## src/rtl/mem_arbiter.sv

```systemverilog
// Round-robin req/ack arbiter sharing one single-port synchronous RAM between a CPU port and an I/O port.
// Grant to ack takes 3 cycles, one access per 3 cycles; requesters hold req until their one-cycle ack.
module mem_arbiter #(
  parameter int ADDR_WIDTH = 8,
  parameter int DATA_WIDTH = 16
) (
  input  logic                  clock,
  input  logic                  reset,
  input  logic                  cpu_req,
  input  logic                  cpu_we,
  input  logic [ADDR_WIDTH-1:0] cpu_addr,
  input  logic [DATA_WIDTH-1:0] cpu_wdata,
  output logic                  cpu_ack,
  output logic [DATA_WIDTH-1:0] cpu_rdata,
  input  logic                  io_req,
  input  logic                  io_we,
  input  logic [ADDR_WIDTH-1:0] io_addr,
  input  logic [DATA_WIDTH-1:0] io_wdata,
  output logic                  io_ack,
  output logic [DATA_WIDTH-1:0] io_rdata,
  output logic [ADDR_WIDTH-1:0] mem_address,
  output logic [DATA_WIDTH-1:0] mem_data,
  output logic                  mem_wren,
  input  logic [DATA_WIDTH-1:0] mem_q,
  output logic                  busy
);

  typedef enum logic [1:0] {
    IDLE   = 2'd0,
    ACCESS = 2'd1,
    RESP   = 2'd2
  } state_t;

  state_t r_state;
  state_t w_state_nxt;

  logic                  r_last_io;
  logic                  r_owner_io;
  logic                  r_owner_we;
  logic [ADDR_WIDTH-1:0] r_mem_address;
  logic [DATA_WIDTH-1:0] r_mem_data;
  logic                  r_mem_wren;
  logic                  r_cpu_ack;
  logic                  r_io_ack;
  logic [DATA_WIDTH-1:0] r_cpu_rdata;
  logic [DATA_WIDTH-1:0] r_io_rdata;

  logic w_cpu_elig;
  logic w_io_elig;
  logic w_grant;
  logic w_grant_io;

  // A port is blind during its own ack cycle so it has time to drop req.
  assign w_cpu_elig = cpu_req & ~r_cpu_ack;
  assign w_io_elig  = io_req  & ~r_io_ack;

  always_ff @(posedge clock) begin
    if (reset) begin
      r_state <= IDLE;
    end else begin
      r_state <= w_state_nxt;
    end
  end

  always_comb begin
    w_state_nxt = r_state;
    w_grant     = 1'b0;
    w_grant_io  = 1'b0;
    case (r_state)
      IDLE: begin
        if (w_cpu_elig | w_io_elig) begin
          w_grant     = 1'b1;
          // On a tie, the port that did not win last time goes first.
          w_grant_io  = w_io_elig & (~w_cpu_elig | ~r_last_io);
          w_state_nxt = ACCESS;
        end
      end
      ACCESS:  w_state_nxt = RESP;
      RESP:    w_state_nxt = IDLE;
      default: w_state_nxt = IDLE;
    endcase
  end

  always_ff @(posedge clock) begin
    if (reset) begin
      r_last_io     <= 1'b1;
      r_owner_io    <= 1'b0;
      r_owner_we    <= 1'b0;
      r_mem_address <= '0;
      r_mem_data    <= '0;
      r_mem_wren    <= 1'b0;
      r_cpu_ack     <= 1'b0;
      r_io_ack      <= 1'b0;
      r_cpu_rdata   <= '0;
      r_io_rdata    <= '0;
    end else begin
      r_cpu_ack <= 1'b0;
      r_io_ack  <= 1'b0;

      if (w_grant) begin
        r_mem_address <= w_grant_io ? io_addr  : cpu_addr;
        r_mem_data    <= w_grant_io ? io_wdata : cpu_wdata;
        r_mem_wren    <= w_grant_io ? io_we    : cpu_we;
        r_owner_we    <= w_grant_io ? io_we    : cpu_we;
        r_owner_io    <= w_grant_io;
        r_last_io     <= w_grant_io;
      end

      // The RAM has sampled the write at this edge; drop wren so it cannot repeat.
      if (r_state == ACCESS) begin
        r_mem_wren <= 1'b0;
      end

      if (r_state == RESP) begin
        if (r_owner_io) begin
          r_io_ack <= 1'b1;
          if (!r_owner_we) begin
            r_io_rdata <= mem_q;
          end
        end else begin
          r_cpu_ack <= 1'b1;
          if (!r_owner_we) begin
            r_cpu_rdata <= mem_q;
          end
        end
      end
    end
  end

  assign cpu_ack     = r_cpu_ack;
  assign cpu_rdata   = r_cpu_rdata;
  assign io_ack      = r_io_ack;
  assign io_rdata    = r_io_rdata;
  assign mem_address = r_mem_address;
  assign mem_data    = r_mem_data;
  assign mem_wren    = r_mem_wren;
  assign busy        = (r_state != IDLE);

endmodule
```

## config.mk

```make
export PLATFORM = sky130hd
export DESIGN_NAME = mem_arbiter
export DESIGN_NICKNAME = d
export VERILOG_FILES = /design/src/rtl/mem_arbiter.sv
export SDC_FILE = /design/constraint.sdc
export NUM_CORES = 1
export LEC_CHECK = 0
export ABC_AREA = 1
export BUFFER_PORTS_ARGS = -buffer_cell sky130_fd_sc_hd__buf_2
export CAP_MARGIN = 15
export CORE_MARGIN = 2
export CORE_UTILIZATION = 46
export DETAILED_ROUTE_END_ITERATION = 10
export GPL_TIMING_DRIVEN = 0
export PLACE_DENSITY = 0.79
export SYNTH_ARGS = -nofsm -noshare
export SYNTH_HDL_FRONTEND = slang
export SYNTH_SLANG_ARGS = --single-unit
```

## constraint.sdc

```tcl
create_clock -name clock -period 1.6 [get_ports clock]
set_clock_uncertainty 0.1 [all_clocks]
set_input_delay 0.08 -clock clock [delete_from_list [all_inputs] [get_ports clock]]
set_output_delay 0.08 -clock clock [all_outputs]
set_load 0.01 [all_outputs]
```

== Yosys cells after proc, flatten, opt, wreduce, memory -nomap -nowiden ==
Cells that the tools add are included.
W data, S select, Z words.

* Bits in registers: 64

* Bitwise logic cells: 12
* Equal/unequal tests: 3
* Multiplexer cells: 11
* Reduce and logical (&&, ||, !) cells: 6

{| class="wikitable"
|+ Operators with widths
! cell !! count
|-
| $mux W16 || 1
|-
| $mux W8 || 1
|-
| $mux W1 || 7
|-
| $not A1 Y1 || 7
|-
| $reduce_and A3 Y1 || 2
|-
| $pmux W2 S2 || 1
|-
| $reduce_or A2 Y1 || 2
|-
| $and A1 B1 Y1 || 3
|-
| $eq A2 B1 Y1 const B || 1
|-
| $eq A2 B2 Y1 const B || 1
|-
| $logic_not A2 Y1 || 1
|-
| $mux W2 || 1
|-
| $ne A2 B2 Y1 const B || 1
|-
| $or A1 B1 Y1 || 2
|-
| $reduce_bool A2 Y1 || 1
|}

== Depth between registers and ports, before layout ==
Gate-level depths: netlist of run 1.

* Word-level depth: 8
* Gate-level depth with buffers: 8
* Gate-level depth less buffers: 7

== Worst setup path after synthesis of run 1 ==
No wires, ideal clock.

* Path kind: reg2reg
* Start point: reg r_cpu_ack, in the netlist cpu_ack
* End point: reg r_mem_address[7], in the netlist mem_address[7]
* Required time: 1.391 ns
* Cell stages (with the launch flop): 9
* Clock period less this slack: 1.286 ns
* Slack: 0.314 ns
* Data arrival time: 1.077 ns
* Setup time: 0.109 ns
* Buffers on the path: 1
* Cell sequence: dfxtp_1 > inv_1 > nand3_2 > nand3_2 > buf_2 > nand2_1 > nand3_1 > nand2_1 > inv_1

* Cells in the longest elaborated chain, start to end: 8
* Elaborated cells on any way between the ends: 11
* Those cells by class: mux (5); bitwise (6)

{| class="wikitable"
|+ Ends and longest elaborated chain
! element !! line !! source
|-
| start: declaration || 43 || <nowiki>logic r_cpu_ack;</nowiki>
|-
| start signal: assignment || 92 || <nowiki>r_cpu_ack <= 1'b0;</nowiki>
|-
| start signal: assignment || 97 || <nowiki>r_cpu_ack <= 1'b0;</nowiki>
|-
| start signal: assignment || 121 || <nowiki>r_cpu_ack <= 1'b1;</nowiki>
|-
| $not A1 Y1 (*) || 54 || <nowiki>assign w_cpu_elig = cpu_req & ~r_cpu_ack;</nowiki>
|-
| $and A1 B1 Y1 (*) || 54 ||
|-
| $not A1 Y1 || 74 || <nowiki>w_grant_io = w_io_elig & (~w_cpu_elig | ~r_last_io);</nowiki>
|-
| $or A1 B1 Y1 || 74 ||
|-
| $and A1 B1 Y1 || 74 ||
|-
| $mux W1 || 71 || <nowiki>if (w_cpu_elig | w_io_elig) begin</nowiki>
|-
| $mux W1 || 69 || <nowiki>case (r_state)</nowiki>
|-
| $mux W8 || 101 || <nowiki>r_mem_address <= w_grant_io ? io_addr : cpu_addr;</nowiki>
|-
| end signal: assignment || 101 ||
|-
| end: declaration || 40 || <nowiki>logic [ADDR_WIDTH-1:0] r_mem_address;</nowiki>
|}

Every way passes the cells marked *; elsewhere a longest branch is shown, timed or not.
A chain may end at the register's enable or synchronous reset.

== Worst setup path in the final report of run 1 ==
* Start point: reg r_cpu_ack, in the netlist cpu_ack
* End point: reg r_mem_data[12], in the netlist mem_data[12]

* Cells in the longest elaborated chain, start to end: 8
* Elaborated cells on any way between the ends: 11
* Those cells by class: mux (5); bitwise (6)

{| class="wikitable"
|+ Ends and longest elaborated chain
! element !! line !! source
|-
| $not A1 Y1 (*) || 54 ||
|-
| $and A1 B1 Y1 (*) || 54 ||
|-
| $not A1 Y1 || 74 ||
|-
| $or A1 B1 Y1 || 74 ||
|-
| $and A1 B1 Y1 || 74 ||
|-
| $mux W1 || 71 ||
|-
| $mux W1 || 69 ||
|-
| $mux W16 || 102 || <nowiki>r_mem_data <= w_grant_io ? io_wdata : cpu_wdata;</nowiki>
|-
| end signal: assignment || 102 ||
|-
| end: declaration || 41 || <nowiki>logic [DATA_WIDTH-1:0] r_mem_data;</nowiki>
|}

Marks and branches as above.

==> results_dict.tcl, run 1 <==
set metrics [dict create \
    status "complete, no violations" \
    dp_cells 596 \
    cts_sinks 64 \
    synth.cell_area_sq_um 2753 \
    drv_cap 0 \
    syn_avg_cell_area_sq_um 7.022 \
    register_area_sq_um 1281 \
    ys_ff_latch 64 \
    hold_class "in2reg" \
    areaGrowthSynthToFinish_pct 58.50 \
    path_delay_family "simple AND/OR/NAND/NOR gates" \
    synth_top_family_by_area "simple AND/OR/NAND/NOR gates" \
    final_cells 676 \
    die_area_sq_um 6619 \
    drt_first_pass_iters 5 \
    yosys.area_share.simple 0.3586 \
    grt_usage 0.2837 \
    critPathRequiredTime_ps 1740 \
    synth-adder-area-share 0 \
    fill_cells 437 \
    fin_hold_ws_ps 22.27 \
    power_density_nw_per_um2 978.4 \
    fmax_mhz 670.0 \
    postRouteWirelength_mm 9.296 \
    drt_iter0_markers 107 \
    start_kind "flip-flop" \
    io_buffers 129 \
    grt_pass1_wl_mm 14.38 \
    grt_max_degree 11 \
    cts_root_buffer "clkbuf_8" \
    finalSetupTns_ps 0 \
    avgRoutedWirePerCell_um 13.75 \
    yosys-mux-area-fraction 0 \
    path_max_fanout 10 \
    rsz0062_at_grt "false" \
    tritoncts "yes" \
    rows 28 \
    core_sq_um 5851 \
    nets 666 \
    crit_buf_inv 3 \
    layout_common_cells "buf_2 (130), nor2_1 (117), dfxtp_1 (64), dlygate4sd3_1 (64), nand2_1 (55)" \
    finalPower_mw 4.269 \
    die_h_um 81.36 \
    synthDistinctLibCells 20 \
    power_leakage_nw 2.285 \
    grt_pass1_vias 3260 \
    cp_slowest_cell "dfxtp_1" \
    hold_viol 0 \
    min_period_over_period 0.9328 \
    ioPinCount 130 \
    drive_above_1_share 0.2895 \
    syn_inst 392 \
    grt_antenna_before_repair 0 \
    drtAntennaViolNets 0 \
    cp.arrival_ps 1630 \
    drv_slew 0 \
    mostFrequentLayoutCell "buf_2" \
    h-tree-depth 3 \
    route.detailed.drc 0 \
    synth_compound_area_frac 0.07409 \
    grt_overflow_total 0 \
    cts_buffers 9 \
    worstSkewPairLatency_ps 330 \
    die_w_um 81.36 \
    start_util 0.4705 \
    syn-num-nets 462 \
    period_needed_ps 1493 \
    clockBufferDepth 2 \
    place_congestion 0.7942 \
    yosysSeqAreaShare 0.4655 \
    slew_headroom 0.6889 \
    viasPerCell 4.941 \
    path_class "reg2reg" \
    crit_path_max_incr_delay_ps 330 \
    cts.clk_slew.worst_paths_ps 70 \
    end_kind "flip-flop" \
    worst_slew_pin_slew_ps 466.7 \
    setup_violations 0 \
    vias 3340 \
    yosys_warnings 0 \
    crit_chain "inv_1, nand3_2, nand3_4, clkbuf_4, nand2_1, nand3_1, nand2_1, inv_1" \
    multi_input_area_sq_um 1199 \
    diodes 0 \
    peakVddDrop_mv 0.6610 \
    synth_xor_area_frac 0 \
    hpwlAfterDp_mm 5.420 \
]
synthesized netlist by cell type (all sizes together):
library cell    n  share of area
nand3          53           0.10
nor3            3         0.0055
nand2          58          0.084
clkbuf          9          0.012
nor2          119           0.17
o21ai          33          0.060
inv            37          0.050
buf            12          0.039
dfxtp          64           0.47
a21oi           4          0.014
layer usage:
layer	share of wire	global-route usage
met1	0.39	0.3168
met2	0.48	0.4803
met3	0.095	0.08444
met4	0.030	0.1576
met5	0	0
metrics by stage:
stage                     worst slack [ps]  utilization  cell area, sq um
after global placement               157.5       0.5969              3492
after CTS                            112.8       0.7436              4350
after floorplan                      314.4            -              2753
after detailed placement             143.5       0.5969              3492
after global routing                 6.366       0.7457              4363
final                                107.4       0.7457              4363
cell families (layout without fill, tap and decap cells):
kind of cell | Yosys count | count (layout)
and+or+nand+nor | 233 | 233
AOI/OAI and AO/OA | 37 | 37
DFF | 64 | 64
buffers and inverters | 58 | 267
worst min-delay path: cells and delay by family:
kind	cells	cell delay, ps
and+or+nand+nor	2	140
buffers and inverters	2	140
AOI/OAI and AO/OA	1	50
worst paths after layout:
path / from / end / slack (ps) / depth (start not counted)
worst min-delay path: cpu_we / mem_wren$_SDFFE_PP0P_ / 20 / 5
worst max register to register: cpu_ack$_SDFF_PP0_ / mem_data[12]$_SDFFE_PP0P_ / 110 / 8
worst max-delay path: cpu_ack$_SDFF_PP0_ / mem_data[12]$_SDFFE_PP0P_ / 110 / 8
worst min register to register: io_rdata[15]$_SDFFE_PP0P_ / io_rdata[15]$_SDFFE_PP0P_ / 380 / 2
power by group:
| group | internal [mW] | switching (mW) | leakage [nW] |
|---|---|---|---|
| Sequential | 1.72 | 0.0673 | 0.524 |
| Combinational | 0.444 | 0.541 | 1.65 |
| Clock | 0.889 | 0.610 | 0.113 |
| Total | 3.05 | 1.22 | 2.29 |
registers in the layout (all words and copies together) (netlist names):
signal and cells:
mem_data 16, cpu_rdata 16, r_state 2, mem_wren 1, r_owner_we 1, cpu_ack 1
r_last_io 1, io_rdata 16, mem_address 8, r_owner_io 1, io_ack 1
layout make-up:
| type | instances | share of cell area |
|---|---|---|
| timing repair buffer | 193 | 0.2948 |
| clock buffer | 14 | 0.04187 |
| inverter | 37 | 0.03183 |
| multi-input combinational | 270 | 0.2747 |
| tap | 75 | 0.02151 |
| sequential | 64 | 0.2937 |
| buffer | 21 | 0.03355 |
| clock inverter | 2 | 0.008030 |
repair_timing:
| item | 4_1_cts | 5_1_grt |
|---|---|---|
| endpoints found under the hold margin | 55 | 0 |
| setup endpoints to repair | 0 | 15 |
| hold buffers | 64 | 0 |
| buffers inserted | 0 | 0 |
| gates resized for setup | 0 | 7 |
Power figures use the tool's default switching activity.
==> run 2, diff against run 1 <==
--- a/constraint.sdc
+++ b/constraint.sdc
@@ -4,2 +4,2 @@
 set_output_delay 0.08 -clock clock [all_outputs]
-set_load 0.01 [all_outputs]
+set_load 0.05 [all_outputs]
==> run 2 against run 1 <==
Non-clock buffer count is 2 lower; sequential power hardly changed; hold slack better by 15 ps; combinational power is 35% higher; clock-buffer cell count is 3 lower; register-to-register slack worse by 80 ps; largest cell class unchanged; power is 14% higher; first-iteration DRC count is 57% higher; largest power group unchanged; core utilization is 0.24 points higher; worst setup slack worse by 77 ps; critical path type unchanged.
==> results_dict.tcl, run 2 (same netlist as run 1, synthesis figures left out) <==
set metrics [dict create \
    grt_pass1_vias 3244 \
    finalPower_mw 4.862 \
    hold_class "in2reg" \
    crit_chain "inv_1, nand3_2, clkbuf_1, nand3_1, nand3_1, nand2_1, inv_1" \
    start_util 0.4705 \
    layout_common_cells "buf_2 (131), nor2_1 (117), dfxtp_1 (63)" \
    fin_hold_ws_ps 37.04 \
    hpwlAfterDp_mm 5.422 \
    grt_usage 0.2921 \
    mostFrequentLayoutCell "buf_2" \
    post_cts_buffers 0 \
    core_sq_um 5851 \
    power_density_nw_per_um2 1111 \
    nets 664 \
    die_w_um 81.36 \
    h-tree-depth 3 \
    rsz0062_at_grt "true" \
    placed_area_sq_um 3493 \
    fmax_mhz 637.2 \
    grt_pass1_wl_mm 14.69 \
    io_buffers 129 \
    period_needed_ps 1569 \
    power_frac_seq 0.367 \
    viasPerCell 5.056 \
    cts_root_buffer "clkbuf_8" \
    cts_buffers 9 \
    critPathRequiredTime_ps 1780 \
    dp_cells 596 \
    clock_power_share 0.358 \
    internal_power_mw 3.276 \
    grt_max_degree 12 \
    route.detailed.drc 0 \
    clockBufferDepth 2 \
    areaGrowthSynthToFinish_pct 59.00 \
    path_max_fanout 10 \
    end_kind "flip-flop" \
    start_kind "flip-flop" \
    cp_slowest_cell "clkbuf_1" \
    drv_cap 0 \
    combinationalPowerShare 0.275 \
    drtAntennaViolNets 0 \
    ioPinCount 130 \
    avgRoutedWirePerCell_um 14.38 \
    drv_slew 0 \
    vias 3408 \
    crit_buf_inv 3 \
    sw_frac_of_total 0.3263 \
    tritoncts "yes" \
    power_leakage_nw 2.286 \
    diodes 0 \
    peakVddDrop_mv 0.6218 \
    setup_violations 0 \
    status "complete, no violations" \
    grt_antenna_before_repair 0 \
    drive_above_1_share 0.2922 \
    die_area_sq_um 6619 \
    rows 28 \
    cts.clk_slew.worst_paths_ps 70 \
    drt_iter0_markers 168 \
    drt_first_pass_iters 5 \
    worstSkewPairLatency_ps 330 \
    final_cells 674 \
    postRouteWirelength_mm 9.695 \
    die_h_um 81.36 \
    worst_slew_pin_slew_ps 458.7 \
    p_sw_mw 1.587 \
    crit_path_max_incr_delay_ps 400 \
    reg2reg_slack_ps 30 \
    path_class "reg2reg" \
    min_period_over_period 0.9808 \
    fin_area_sq_um 4377 \
    place_congestion 0.7662 \
    slew_headroom 0.6942 \
    grt_overflow_total 0 \
    cts_sinks 64 \
    cp.arrival_ps 1750 \
    hold_viol 0 \
    path_delay_family "simple AND/OR/NAND/NOR gates" \
]
run 2: cell count changes in the layout (fill, tap and decap cells not counted), sizes merged:
cell         previous run  this run
clkinvlp                0         1
bufinv                  1         3
buf                   140       141
clkbuf                 24        20
dlygate4sd3            64        62
run 2: layer usage:
layer  part of all wire  GRT usage  vias up
li1                   -          -     1628
met5                  0          0        -
met3              0.094    0.09222       34
met1               0.38     0.3248     1546
met2               0.48     0.4975      200
met4              0.038     0.1508        0
run 2: final timing paths:
kind | start | to | depth (start not counted)
max reg2reg | cpu_ack$_SDFF_PP0_ | mem_data[6]$_SDFFE_PP0P_ | 7
min reg2reg | mem_wren$_SDFFE_PP0P_ | mem_wren$_SDFFE_PP0P_ | 2
min | cpu_we | mem_wren$_SDFFE_PP0P_ | 5
max | cpu_ack$_SDFF_PP0_ | mem_data[6]$_SDFFE_PP0P_ | 7
run 2: final cells by class:
cell class	instances	area, sq um
Fill cell	414	1474
Sequential cell	64	1282
Timing Repair Buffer	191	1266
Multi-Input combinational cell	270	1199
Clock buffer	11	151.4
Buffer	21	142.6
Inverter	37	138.9
Clock inverter	5	102.6
Tap cell	75	93.84
run 2: through the flow:
step           setup TNS (ps)  utilization  setup WS (ps)
2_1_floorplan               0            -          73.94
3_3_place_gp                0       0.5971          165.3
3_5_place_dp                0       0.5971          153.5
4_1_cts                     0       0.7466          143.3
5_1_grt                -54.83       0.7481         -54.83
6_report                    0       0.7481          30.70
run 2: repair_timing:
action | CTS | global route
gates resized for setup | 0 | 4
hold buffers | 62 | 0
hold endpoints to repair | 56 | 0
endpoints found under the setup margin | 0 | 8
run 2: power groups by stage:
stage          registers, mW  logic (mW)  clock network (mW)
3_5_place_dp            1.82        1.16                   0
4_1_cts                 1.78        1.28                1.75
2_1_floorplan           2.20       0.466                   0
5_1_grt                 1.80        1.43                1.82
3_3_place_gp            1.81        1.14                   0
6_report                1.79        1.33                1.74
run 2: worst register-to-register path: stages (launching register included):
cell and delay [ps]:
dfxtp_2 320, inv_1 50, nand3_2 170, clkbuf_1 400, nand3_1 200, nand3_1 160
nand2_1 70, inv_1 60
==> run 3, diff against run 2 <==
SETUP_SLACK_MARGIN = 0.05   (was default)
==> run 3 against run 2 <==
Fmax is 6.1% higher; worst setup slack better by 91 ps; wire length hardly changed; cell count stayed put; critical path depth stayed put; cell area is 0.37% higher; register-to-register slack better by 90 ps; sequential cell count stayed put; highest routed layer unchanged.
==> results_dict.tcl, run 3 (same netlist as run 1, synthesis figures left out) <==
set metrics [dict create \
    grt_usage 0.2921 \
    clockBufferDepth 2 \
    place_congestion 0.7662 \
    layout_common_cells "buf_2 (129), nor2_1 (117), dfxtp_1 (63)" \
    hpwlAfterDp_mm 5.422 \
    dp_cells 596 \
    mostFrequentLayoutCell "buf_2" \
    hold_viol 0 \
    final_cells 674 \
    crit_top_cell "nand2_1" \
    setup_violations 0 \
    path_class "reg2reg" \
    hold_class "in2reg" \
    start_kind "flip-flop" \
    status "complete, no violations" \
    met2WireLength_mm 4.648 \
    grt_pass1_vias 3244 \
    nets 664 \
    fill_cells 410 \
    critPathRequiredTime_ps 1740 \
    cp_slowest_cell "dfxtp_1" \
    path_max_fanout 10 \
    grt_antenna_before_repair 0 \
    cts_root_buffer "clkbuf_8" \
    cts_buffers 9 \
    worstSkewPairLatency_ps 330 \
    io_buffers 129 \
    rsz0062_at_grt "true" \
    routed.top_layer "met4" \
    drv_slew 0 \
    drt_iter0_markers 145 \
    tritoncts "yes" \
    die_w_um 81.36 \
    rows 28 \
    worst_slew_pin_slew_ps 463.9 \
    finalSetupTns_ps 0 \
    grt_overflow_total 0 \
    grt_max_degree 12 \
    wl_met3_um 977 \
    cts_sinks 64 \
    cp.arrival_ps 1620 \
    drt_first_pass_iters 5 \
    diodes 0 \
    period_needed_ps 1478 \
    end_kind "flip-flop" \
    power_density_nw_per_um2 1110 \
    crit_path_max_incr_delay_ps 330 \
    drtAntennaViolNets 0 \
    postRouteWirelength_mm 9.700 \
    viasPerCell 5.036 \
    slew_headroom 0.6907 \
    die_h_um 81.36 \
    route.detailed.drc 0 \
    areaGrowthSynthToFinish_pct 59.59 \
    die_area_sq_um 6619 \
    crit_chain "nor2_1, nand3_4, clkbuf_4, nand2_1, nand3_1, nand2_1, inv_1" \
    drv_cap 0 \
    drive_above_1_share 0.2972 \
    h-tree-depth 3 \
    min_period_over_period 0.9240 \
    grt_pass1_wl_mm 14.69 \
    peakVddDrop_mv 0.6214 \
    wl_met1_mm 3.702 \
    power_leakage_nw 2.298 \
    fmax_mhz 676.4 \
    avgRoutedWirePerCell_um 14.39 \
    cts.clk_slew.worst_paths_ps 70 \
    ioPinCount 130 \
    vias 3394 \
    start_util 0.4705 \
    core_sq_um 5851 \
    post_cts_buffers 0 \
]
## run 3: cell types whose count changed in the layout (fill, tap and decap cells not counted)
cell and change:
nand3_2 -1, nand3_4 +1, clkbuf_1 -3, clkbuf_2 +3, buf_2 -2, clkbuf_4 +2
## run 3: per-layer routing
| metal | vias up | global-route usage |
|---|---|---|
| met5 | - | 0 |
| met4 | 0 | 0.1508 |
| met3 | 37 | 0.09222 |
| met2 | 200 | 0.4975 |
| met1 | 1530 | 0.3248 |
| li1 | 1627 | - |
## run 3: area by class of cell
type,count,area [sq um],area share
Sequential cell,64,1282,0.2919
Timing Repair Buffer,191,1266,0.2882
Multi-Input combinational cell,270,1206,0.2746
Clock buffer,11,151.4,0.03446
Buffer,21,151.4,0.03446
Inverter,37,138.9,0.03161
Clock inverter,5,102.6,0.02336
Tap cell,75,93.84,0.02136
## run 3: critical path, delay by kind of cell (launching register included)
kind                   cells  cell delay, ps
buffers and inverters      2             270
AND/OR/NAND/NOR            5             680
flip-flops                 1             330
## run 3: power breakdown
group / internal (mW) / total [mW] / switching, mW
clock: 1.12 / 1.75 / 0.629
combinational: 0.446 / 1.34 / 0.896
sequential: 1.72 / 1.79 / 0.0693
total: 3.28 / 4.87 / 1.59
## run 3: timing repair
action	in CTS	in global routing
hold buffers	62	0
setup endpoints to repair	0	26
gates resized for setup	0	13
endpoints found under the hold margin	56	0
## run 3: worst paths after layout
check	end	cells past startpoint	slack, ps	from
hold / removal	mem_wren$_SDFFE_PP0P_	5	30	cpu_we
setup / recovery	mem_data[6]$_SDFFE_PP0P_	7	120	io_ack$_SDFF_PP0_
hold reg to reg	cpu_ack$_SDFF_PP0_	1	370	r_owner_io$_SDFFE_PP0P_
setup reg to reg	mem_data[6]$_SDFFE_PP0P_	7	120	io_ack$_SDFF_PP0_
## run 3: metrics by stage
step | hold WS, ps | setup slack (ps) | utilization | cell area, sq um | total power [mW]
floorplan | 144.2 | 73.94 | - | 2754 | 2.664
global placement | 248.2 | 165.3 | 0.5971 | 3493 | 2.951
detailed placement | 252.0 | 153.5 | 0.5971 | 3493 | 2.973
CTS | 5.141 | 143.3 | 0.7466 | 4368 | 4.811
global route | 38.19 | 23.12 | 0.7509 | 4393 | 5.056
finish | 30.29 | 121.6 | 0.7509 | 4393 | 4.874
